## src/rtl/lsu_rv32i_pkg.sv

```systemverilog
// Shared definitions for the RV32I load/store unit.
//   lsu_state_t    : IDLE / REQ / DONE controller states
//   MEM_SIZE_B/H/W : access sizes in bytes as encoded on i_mem_size
//   lsu_misaligned : legality check for a size / low address pair
package lsu_rv32i_pkg;

    typedef enum logic [1:0] {
        LSU_ST_IDLE = 2'd0,
        LSU_ST_REQ  = 2'd1,
        LSU_ST_DONE = 2'd2
    } lsu_state_t;

    localparam logic [3:0] MEM_SIZE_B = 4'd1;
    localparam logic [3:0] MEM_SIZE_H = 4'd2;
    localparam logic [3:0] MEM_SIZE_W = 4'd4;

    // Unknown sizes are treated as misaligned so they never reach memory.
    function automatic logic lsu_misaligned(input logic [3:0] size, input logic [1:0] addr_lo);
        logic bad;
        case (size)
            MEM_SIZE_B: bad = 1'b0;
            MEM_SIZE_H: bad = addr_lo[0];
            MEM_SIZE_W: bad = (addr_lo != 2'b00);
            default:    bad = 1'b1;
        endcase
        return bad;
    endfunction

endpackage

```

## src/rtl/lsu_rv32i_align.sv

```systemverilog
// Combinational byte-lane steering for the load/store unit.
//   Store side: st_size, st_addr_lo, st_wdata -> st_be, st_data (lane-replicated)
//   Load side : ld_rdata, ld_size, ld_unsigned, ld_addr_lo -> ld_data (extended)
module lsu_rv32i_align
    import lsu_rv32i_pkg::*;
(
    input  logic [3:0]  st_size,
    input  logic [1:0]  st_addr_lo,
    input  logic [31:0] st_wdata,
    output logic [3:0]  st_be,
    output logic [31:0] st_data,
    input  logic [3:0]  ld_size,
    input  logic        ld_unsigned,
    input  logic [1:0]  ld_addr_lo,
    input  logic [31:0] ld_rdata,
    output logic [31:0] ld_data
);

    logic [31:0] shifted;

    always_comb begin
        st_be   = 4'b0000;
        st_data = st_wdata;
        case (st_size)
            MEM_SIZE_B: begin
                st_be   = 4'b0001 << st_addr_lo;
                st_data = {4{st_wdata[7:0]}};
            end
            MEM_SIZE_H: begin
                st_be   = 4'b0011 << st_addr_lo;
                st_data = {2{st_wdata[15:0]}};
            end
            MEM_SIZE_W: st_be = 4'b1111;
            default:    st_be = 4'b0000;
        endcase
    end

    // Move the addressed lane down to bit 0, then sign- or zero-extend.
    assign shifted = ld_rdata >> {ld_addr_lo, 3'b000};

    always_comb begin
        case (ld_size)
            MEM_SIZE_B: ld_data = {{24{~ld_unsigned & shifted[7]}}, shifted[7:0]};
            MEM_SIZE_H: ld_data = {{16{~ld_unsigned & shifted[15]}}, shifted[15:0]};
            default:    ld_data = shifted;
        endcase
    end

endmodule

```

## src/rtl/lsu_rv32i.sv

```systemverilog
// RV32I load/store unit.
// Accepts one memory op from execute, drives a word-addressed req/ack data port
// with byte enables, stalls the core until completion and returns extended load
// data. Misaligned ops are rejected without a memory request; a request that is
// not acknowledged within TIMEOUT cycles is aborted (TIMEOUT = 0 waits forever).
//   Core side  : i_valid, i_is_store, i_mem_size, i_unsigned, i_addr, i_wdata ->
//                o_busy (comb), o_rdone, o_rdata, o_misalign, o_timeout
//   Memory side: o_mem_req, o_mem_we, o_mem_addr, o_mem_be, o_mem_wdata <-
//                i_mem_ack, i_mem_rdata
module lsu_rv32i
    import lsu_rv32i_pkg::*;
#(
    parameter int unsigned TIMEOUT = 16
) (
    input  logic        i_clk,
    input  logic        i_rst,
    input  logic        i_valid,
    input  logic        i_is_store,
    input  logic [3:0]  i_mem_size,
    input  logic        i_unsigned,
    input  logic [31:0] i_addr,
    input  logic [31:0] i_wdata,
    output logic        o_busy,
    output logic        o_rdone,
    output logic [31:0] o_rdata,
    output logic        o_misalign,
    output logic        o_timeout,
    output logic        o_mem_req,
    output logic        o_mem_we,
    output logic [31:0] o_mem_addr,
    output logic [3:0]  o_mem_be,
    output logic [31:0] o_mem_wdata,
    input  logic        i_mem_ack,
    input  logic [31:0] i_mem_rdata
);

    lsu_state_t  state_reg;
    logic [31:0] cnt_reg;
    logic        is_store_reg;
    logic [3:0]  size_reg;
    logic        unsigned_reg;
    logic [1:0]  addr_lo_reg;

    logic [3:0]  st_be;
    logic [31:0] st_data;
    logic [31:0] ld_data;

    // Store steering works on the live request; load extraction on the captured one.
    lsu_rv32i_align u_align (
        .st_size     (i_mem_size),
        .st_addr_lo  (i_addr[1:0]),
        .st_wdata    (i_wdata),
        .st_be       (st_be),
        .st_data     (st_data),
        .ld_size     (size_reg),
        .ld_unsigned (unsigned_reg),
        .ld_addr_lo  (addr_lo_reg),
        .ld_rdata    (i_mem_rdata),
        .ld_data     (ld_data)
    );

    // Busy is low in DONE so the core advances exactly once per access.
    assign o_busy = ((state_reg == LSU_ST_IDLE) && i_valid) || (state_reg == LSU_ST_REQ);

    always_ff @(posedge i_clk) begin
        if (i_rst) begin
            state_reg    <= LSU_ST_IDLE;
            cnt_reg      <= '0;
            is_store_reg <= 1'b0;
            size_reg     <= '0;
            unsigned_reg <= 1'b0;
            addr_lo_reg  <= '0;
            o_rdone      <= 1'b0;
            o_rdata      <= '0;
            o_misalign   <= 1'b0;
            o_timeout    <= 1'b0;
            o_mem_req    <= 1'b0;
            o_mem_we     <= 1'b0;
            o_mem_addr   <= '0;
            o_mem_be     <= '0;
            o_mem_wdata  <= '0;
        end else begin
            o_rdone    <= 1'b0;
            o_misalign <= 1'b0;
            o_timeout  <= 1'b0;
            case (state_reg)
                LSU_ST_IDLE: begin
                    if (i_valid) begin
                        cnt_reg      <= '0;
                        is_store_reg <= i_is_store;
                        size_reg     <= i_mem_size;
                        unsigned_reg <= i_unsigned;
                        addr_lo_reg  <= i_addr[1:0];
                        o_rdata      <= '0;
                        if (lsu_misaligned(i_mem_size, i_addr[1:0])) begin
                            state_reg  <= LSU_ST_DONE;
                            o_misalign <= 1'b1;
                        end else begin
                            state_reg   <= LSU_ST_REQ;
                            o_mem_req   <= 1'b1;
                            o_mem_we    <= i_is_store;
                            o_mem_addr  <= {i_addr[31:2], 2'b00};
                            o_mem_be    <= st_be;
                            o_mem_wdata <= i_is_store ? st_data : 32'd0;
                        end
                    end
                end
                LSU_ST_REQ: begin
                    // Ack takes priority over the timeout limit on the same cycle.
                    if (i_mem_ack || ((TIMEOUT != 0) && (cnt_reg == TIMEOUT - 1))) begin
                        state_reg   <= LSU_ST_DONE;
                        o_mem_req   <= 1'b0;
                        o_mem_we    <= 1'b0;
                        o_mem_addr  <= '0;
                        o_mem_be    <= '0;
                        o_mem_wdata <= '0;
                        if (!i_mem_ack) begin
                            o_timeout <= 1'b1;
                        end else if (!is_store_reg) begin
                            o_rdone <= 1'b1;
                            o_rdata <= ld_data;
                        end
                    end else begin
                        cnt_reg <= cnt_reg + 32'd1;
                    end
                end
                LSU_ST_DONE: begin
                    state_reg <= LSU_ST_IDLE;
                    o_rdata   <= '0;
                end
                default: state_reg <= LSU_ST_IDLE;
            endcase
        end
    end

endmodule

```

## config.mk

```make
export PLATFORM = sky130hd
export DESIGN_NAME = lsu_rv32i
export DESIGN_NICKNAME = d
export VERILOG_FILES = /design/src/rtl/lsu_rv32i_pkg.sv /design/src/rtl/lsu_rv32i_align.sv /design/src/rtl/lsu_rv32i.sv
export SDC_FILE = /design/constraint.sdc
export NUM_CORES = 1
export LEC_CHECK = 0
export ABC_AREA = 1
export CELL_PAD_IN_SITES_DETAIL_PLACEMENT = 0
export CELL_PAD_IN_SITES_GLOBAL_PLACEMENT = 1
export CORE_MARGIN = 2
export CORE_UTILIZATION = 34
export CTS_CLUSTER_DIAMETER = 40
export DETAILED_ROUTE_END_ITERATION = 12
export GPL_TIMING_DRIVEN = 1
export PLACE_DENSITY_LB_ADDON = 0.05
export SLEW_MARGIN = 25
export SYNTH_ARGS = -nofsm -noshare
export SYNTH_HDL_FRONTEND = slang
export SYNTH_SLANG_ARGS = --single-unit
```

## constraint.sdc

```tcl
create_clock -name i_clk -period 2.1 [get_ports i_clk]
set_clock_uncertainty 0.1 [all_clocks]
set_input_delay 0.21 -clock i_clk [delete_from_list [all_inputs] [get_ports i_clk]]
set_output_delay 0.21 -clock i_clk [all_outputs]
set_load 0.1 [all_outputs]
```

==> results of run 1 <==
[routing by layer]
layer | global-route usage, % | vias up | share of wire [%]
met5 | 0 | - | 0.039
met4 | 5.16 | 2 | 1.1
met3 | 3.99 | 19 | 5.2
met2 | 36.0 | 233 | 46
met1 | 31.0 | 3958 | 48
li1 | - | 4545 | -
[worst max-delay path: stages, from the launching register on]
cell	delay, ns
sky130_fd_sc_hd__dfxtp_4	0.38
sky130_fd_sc_hd__ha_1	0.19
sky130_fd_sc_hd__inv_2	0.05
sky130_fd_sc_hd__nor2_4	0.11
sky130_fd_sc_hd__nand3_1	0.07
sky130_fd_sc_hd__nor2_1	0.13
sky130_fd_sc_hd__nand2_2	0.11
sky130_fd_sc_hd__nand3_4	0.20
sky130_fd_sc_hd__nand3_4	0.16
sky130_fd_sc_hd__buf_12	0.21
sky130_fd_sc_hd__nand2_1	0.07
sky130_fd_sc_hd__a21oi_1	0.06
[area by class of cell]
| class | instances | share of cell area (%) |
|---|---|---|
| well taps | 313 | 3.54 |
| clock buffers | 17 | 3.84 |
| inverters | 79 | 2.69 |
| repair buffers | 276 | 22.9 |
| flip-flops and latches | 145 | 26.2 |
| multi-input cells | 950 | 39.0 |
| clock inverters | 15 | 1.74 |
[per-stage QoR]
step | util [%] | total power [uW] | setup TNS (ns)
finish | 48.6 | 8280 | 0
global route | 48.6 | 8620 | -0.130
CTS | 48.4 | 8350 | 0
detailed placement | 45.7 | 5100 | -2.55
global placement | 45.7 | 5110 | -0.134
floorplan | - | 4390 | 0
[worst paths after layout]
| check | slack [ns] | cells after the start | endpoint | from |
|---|---|---|---|---|
| setup / recovery | 0.13 | 11 | o_mem_wdata[16] | cnt_reg[0] |
| hold / removal | 0.23 | 4 | cnt_reg[10] | i_rst |
| setup reg to reg | 0.13 | 11 | o_mem_wdata[16] | cnt_reg[0] |
| hold reg to reg | 0.36 | 2 | size_reg[3] | size_reg[3] |
[Yosys cell counts (all sizes together)]
library cell and count:
xnor2 1, buf 40, dfxtp 145, xor2 6
clkinv 3, nand3 104, o31ai 1, ha 1
inv 76, clkbuf 42, conb 1, a21oi 128
o211ai 12, and2 1, nand4 63, nor2 162
nor3 7, nand3b 10, o22ai 5, nand2 395
o21ai 52
[cell families after synthesis]
logic type      share of synthesized area (%)
flops                                    36.5
compound gates                           13.0
fa+ha+maj                               0.157
other cells                            0.0472
xor+xnor                                0.772
simple gates                             40.3
buf+inv                                  9.23
[repair_timing]
item / CTS / global route
gates cloned: 0 / 1
hold buffers: 0 / 0
setup endpoints to repair: 2 / 70
gates resized for setup: 2 / 6
pin swaps: 0 / 2
[where the power goes]
| part | internal (uW) | switching, uW |
|---|---|---|
| clock network | 1820 | 1420 |
| registers | 2860 | 66.8 |
| logic | 638 | 1470 |
==> results.py, run 1 <==
metrics = {
    "final_layout": {
        "fin_nets": 1576,
        "commonest_non_fill_non_tap_cell_in_the_layout": "sky130_fd_sc_hd__nand2_1",
        "final_area_um2": 11100,
        "layoutNonFillerInstCount": 1795,
        "layout-drive-gt1-share_pct": 15.3,
        "antenna-diode-count": 0,
        "ff_latch_area_um2": 2910,
        "layout-area-overhead-vs-synth_pct": 39.4,
        "multiInputGateArea_um2": 4320,
        "layout.filler_cells": 2383,
        "most-common-layout-cells": "sky130_fd_sc_hd__nand2_1 (390), sky130_fd_sc_hd__nor2_1 (156), sky130_fd_sc_hd__buf_4 (153)",
    },
    "clocking": {
        "root_driver": "sky130_fd_sc_hd__clkbuf_16",
        "tritoncts": "yes",
        "tritoncts_num_sinks": 145,
        "insertion_delay_ns": 0.43,
        "number_of_buffers_inserted_during_clock_tree_synthesis": 17,
        "ctsLongestPathBuffers": 2,
        "htreeDepth": 4,
        "cts_setup_buffers": 0,
        "clkTransAtPathRegs_ns": 0.07,
    },
    "placed_design": {
        "dpl_worst_slack_ns": -0.118,
        "dp_hpwl_mm": 20.0,
        "gp_congestion": 0.839,
        "place_inst": 1762,
        "io_buffers": 209,
        "placement.cell_area_um2": 10400,
    },
    "critical_path": {
        "critical_path.startpoint_type": "register",
        "crit_path_max_fanout": 32,
        "cp_data_arrival_time_ns": 2.17,
        "setup.worst_path.class": "register to register",
        "cp-end-kind": "register",
        "cp.required_ns": 2.30,
    },
    "floorplan": {
        "die_width_um": 157,
        "io_pins": 212,
        "die_area_um2": 24600,
        "fp.dieH_um": 157,
        "core_area_um2": 22800,
        "initial_core_util_pct": 34.9,
        "site_rows": 55,
    },
    "outcome": {
        "run_status": "finished clean",
    },
    "yosys": {
        "post_synth_inst_count": 1255,
        "post-synth-top-area-fraction_pct": 36.5,
        "synth.lib_cells_used.distinct": 34,
        "yosysWarningCount": 0,
        "synthDominantAreaCellType": "sky130_fd_sc_hd__dfxtp_1",
        "synth_area_um2": 7950,
        "postSynthAreaPerCell_um2": 6.33,
        "ys_seq_area_share_pct": 36.5,
        "ys_seq_elements": 145,
        "synth_top_cells_by_area": "sky130_fd_sc_hd__dfxtp_1 (37%), sky130_fd_sc_hd__nand2_1 (18%), sky130_fd_sc_hd__a21oi_1 (8.1%)",
    },
    "detailed_routing": {
        "remaining_drc_errors": 0,
        "drt_iter0_markers": 545,
        "detail-route-antenna-nets": 0,
        "num_vias": 8757,
        "drt_pass1_iterations": 6,
        "finalWirelength_mm": 27.9,
        "vias_per_cell": 4.88,
        "detail_route.wl_per_cell_um": 15.6,
    },
    "sta": {
        "final.period_utilization_pct": 93.7,
        "final.hold.worst_slack_ns": 0.231,
        "hold_viol": 0,
        "maxSlewViolCount": 0,
        "final.min_clock_period_ns": 1.97,
        "max_slew_margin_pct": 57.8,
        "setup_viol": 0,
        "worst_slew_pin_slew_ns": 0.630,
        "final.setup.worst_slack_ns": 0.132,
        "fmax_mhz": 508,
    },
    "global_routing": {
        "grt_start_max_net_pins": 89,
        "grt_antenna_before_repair": 1,
        "grt.total_usage_pct": 22.3,
        "via_count_of_the_first_global_routing_pass": 8190,
        "grt_overflow_total": 0,
        "first_pass_grt_wire_length_mm": 43.3,
    },
    "worst_hold_path": {
        "hold_class": "primary input to register",
    },
    "power_and_ir_drop": {
        "total_power_per_unit_cell_area_nw_per_um2": 748,
        "maximum_resistive_drop_on_vdd_uv": 535,
        "power.leakage_uw": 0.00452,
    },
    "flow_run": {
        "max_cap_violations": 0,
    },
}
Note: power is estimated with default switching activity, not from simulation.
==> run 2: changes to the inputs <==
ABC_AREA = 0   (was 1)
CORE_UTILIZATION = 35   (was 34)
==> run 2 against run 1 <==
Net effect:
- count of clock-buffer cells in the layout did not move
- global-route usage is 2.7 points lower
- sequential power decreased by 4%
- final area fell by 6.2%
- first-iteration DRC count decreased by 55%
- total power is 13% lower
- critical endpoint is now o_mem_addr[29]
==> results.py, run 2 <==
metrics = {
    "critical_path": {
        "critical_path.startpoint_type": "register",
        "cp.required_ns": 2.33,
        "timing.reg2reg.setup_slack_ns": 0.02,
        "crit_path_top_delay_cell": "sky130_fd_sc_hd__nor4_2",
        "cp_data_arrival_time_ns": 2.31,
        "setup.worst_path.class": "register to register",
        "timing.critical_path.slowest_cell_delay_ns": 0.38,
        "cp-end-kind": "register",
        "crit_path_max_fanout": 6,
        "worstPathCellList": "nor4_2, nand4_4, o21ai_4, buf_6, a31oi_4, clkbuf_16, a22o_1",
    },
    "yosys": {
        "post-synth-top-count-cell": "sky130_fd_sc_hd__dfxtp_1",
        "synth_edf_count": 0,
        "post_synth_inst_count": 734,
        "synthDominantAreaCellType": "sky130_fd_sc_hd__dfxtp_1",
        "synth.lib_cells_used.distinct": 70,
        "yosysWarningCount": 0,
        "postSynthAreaPerCell_um2": 9.31,
        "ys_seq_elements": 145,
        "synth-async-reset-ratio_pct": 0,
        "ys.flop_type": "sky130_fd_sc_hd__dfxtp_1",
        "post-synth-top-area-fraction_pct": 42.5,
        "synth.top_cells.by_count": "sky130_fd_sc_hd__dfxtp_1 (145), sky130_fd_sc_hd__nand2_1 (111), sky130_fd_sc_hd__a21oi_1 (44), sky130_fd_sc_hd__a22o_1 (42), sky130_fd_sc_hd__mux2i_1 (39)",
        "ys_seq_area_share_pct": 42.5,
        "synth_area_um2": 6840,
        "synth_top_cells_by_area": "sky130_fd_sc_hd__dfxtp_1 (42%), sky130_fd_sc_hd__nand2_1 (6.1%), sky130_fd_sc_hd__mux2i_1 (5.7%)",
    },
    "clocking": {
        "post_cts_hold_buffer_count": 0,
        "number_of_buffers_inserted_during_clock_tree_synthesis": 17,
        "tritoncts_num_sinks": 145,
        "root_driver": "sky130_fd_sc_hd__clkbuf_16",
        "htreeDepth": 4,
        "insertion_delay_ns": 0.43,
        "clkTransAtPathRegs_ns": 0.07,
        "ctsLongestPathBuffers": 2,
        "tritoncts": "yes",
    },
    "outcome": {
        "run_status": "finished clean",
    },
    "floorplan": {
        "core_area_um2": 19300,
        "fp.dieH_um": 144,
        "initial_core_util_pct": 35.4,
        "io_pins": 212,
        "die_area_um2": 20700,
        "die_width_um": 144,
        "site_rows": 51,
    },
    "worst_hold_path": {
        "hold_class": "primary input to register",
    },
    "global_routing": {
        "grt_antenna_before_repair": 1,
        "first_pass_grt_wire_length_mm": 31.8,
        "grt_start_max_net_pins": 36,
        "grt.total_usage_pct": 19.6,
        "grt_overflow_total": 0,
        "via_count_of_the_first_global_routing_pass": 6305,
    },
    "power_and_ir_drop": {
        "total_power_per_unit_cell_area_nw_per_um2": 690,
        "power.leakage_uw": 0.00448,
        "maximum_resistive_drop_on_vdd_uv": 581,
        "p_total_uw": 7170,
    },
    "placed_design": {
        "gp_congestion": 0.854,
        "place_inst": 1252,
        "placement.cell_area_um2": 9570,
        "io_buffers": 209,
        "dp_hpwl_mm": 15.6,
    },
    "final_layout": {
        "fin_nets": 1119,
        "layout.filler_cells": 1817,
        "layoutNonFillerInstCount": 1291,
        "most-common-layout-cells": "sky130_fd_sc_hd__buf_4 (185), sky130_fd_sc_hd__dfxtp_1 (140), sky130_fd_sc_hd__nand2_1 (111)",
        "final_area_um2": 10400,
        "final_core_utilization_pct": 53.7,
        "commonest_non_fill_non_tap_cell_in_the_layout": "sky130_fd_sc_hd__buf_4",
        "layout-drive-gt1-share_pct": 29.1,
        "layout-area-overhead-vs-synth_pct": 52.0,
    },
    "detailed_routing": {
        "drt_pass1_iterations": 4,
        "num_vias": 6472,
        "detail_route.wl_per_cell_um": 16.1,
        "remaining_drc_errors": 0,
        "finalWirelength_mm": 20.8,
        "vias_per_cell": 5.01,
        "detail-route-antenna-nets": 0,
        "drt_iter0_markers": 245,
    },
    "sta": {
        "maxSlewViolCount": 0,
        "rsz_0062_raised_after_global_routing": "yes",
        "worst_slew_pin_slew_ns": 0.910,
        "final.min_clock_period_ns": 2.08,
        "setup_viol": 0,
        "final.period_utilization_pct": 99.3,
        "max_slew_margin_pct": 39.0,
        "hold_viol": 0,
        "fmax_mhz": 480,
    },
    "flow_run": {
        "max_cap_violations": 0,
    },
}
==> run 2: report_power, final <==
group | leakage [uW] | switching [uW] | internal, uW | total (uW)
Combinational | 0.00299 | 618 | 486 | 1100
Sequential | 0.00117 | 31.8 | 2790 | 2820
Clock | 0.000311 | 1410 | 1840 | 3240
==> run 2: routing by layer <==
layer	wire length (um)	track usage (%)	vias to the layer above
met5	0	0	-
met4	258	5.26	0
met3	1190	6.23	21
met2	9880	31.5	167
met1	9450	25.4	3054
li1	-	-	3230
==> run 2: final timing paths <==
path,startpoint,endpoint,cells past startpoint
worst max-delay path,cnt_reg[23],o_mem_addr[29],7
worst min-delay path,i_rst,cnt_reg[20],4
worst min register to register,o_mem_req,o_mem_req,1
worst max register to register,cnt_reg[23],o_mem_addr[29],7
==> run 2: cell type report <==
cell class                 instances  area [um2]  area share (%)
multi-input combinational        536        3770            36.3
sequential                       145        2910            28.0
timing repair buffer             306        2720            26.2
clock buffer                      17         425            4.09
tap                              265         332            3.19
clock inverter                    15         209            2.01
inverter                           6        22.5           0.217
antenna                            1        2.50          0.0241
==> run 2: worst max-delay path: cells and delay by family (launching register included) <==
family                 cells  cell delay (ns)
DFF                        1             0.35
and+or+nand+nor            2             0.54
buffers and inverters      2             0.37
AOI/OAI and AO/OA          3             0.62
==> run 2: timing repair <==
action,4_1_cts,5_1_grt
pin swaps,3,6
gates resized for setup,6,15
buffers inserted,0,2
gates cloned,0,4
setup endpoints to repair,62,94
==> run 2: cell families (layout without fill, tap and decap cells) <==
| group | Yosys count | after routing | synth area share, % |
|---|---|---|---|
| AOI/OAI and AO/OA | 179 | 180 | 19.0 |
| DFF | 145 | 145 | 42.5 |
| adders and majority gates | 1 | 1 | 0.183 |
| buffers and inverters | 55 | 344 | 3.75 |
| xor gates and xnor gates | 8 | 8 | 1.02 |
| muxes | 64 | 64 | 11.1 |
| and+or+nand+nor | 281 | 281 | 22.4 |
| other | 1 | 3 | 0.0549 |
==> run 2: stage by stage <==
step / hold WS [ns] / setup slack [ns] / setup TNS, ns
2_1_floorplan: 0.187 / 0.107 / 0
3_3_place_gp: 0.343 / -0.163 / -10.63
3_5_place_dp: 0.347 / -0.239 / -16.05
4_1_cts: 0.186 / -0.00316 / -0.00316
5_1_grt: 0.193 / -0.103 / -2.33
6_report: 0.188 / 0.0150 / 0
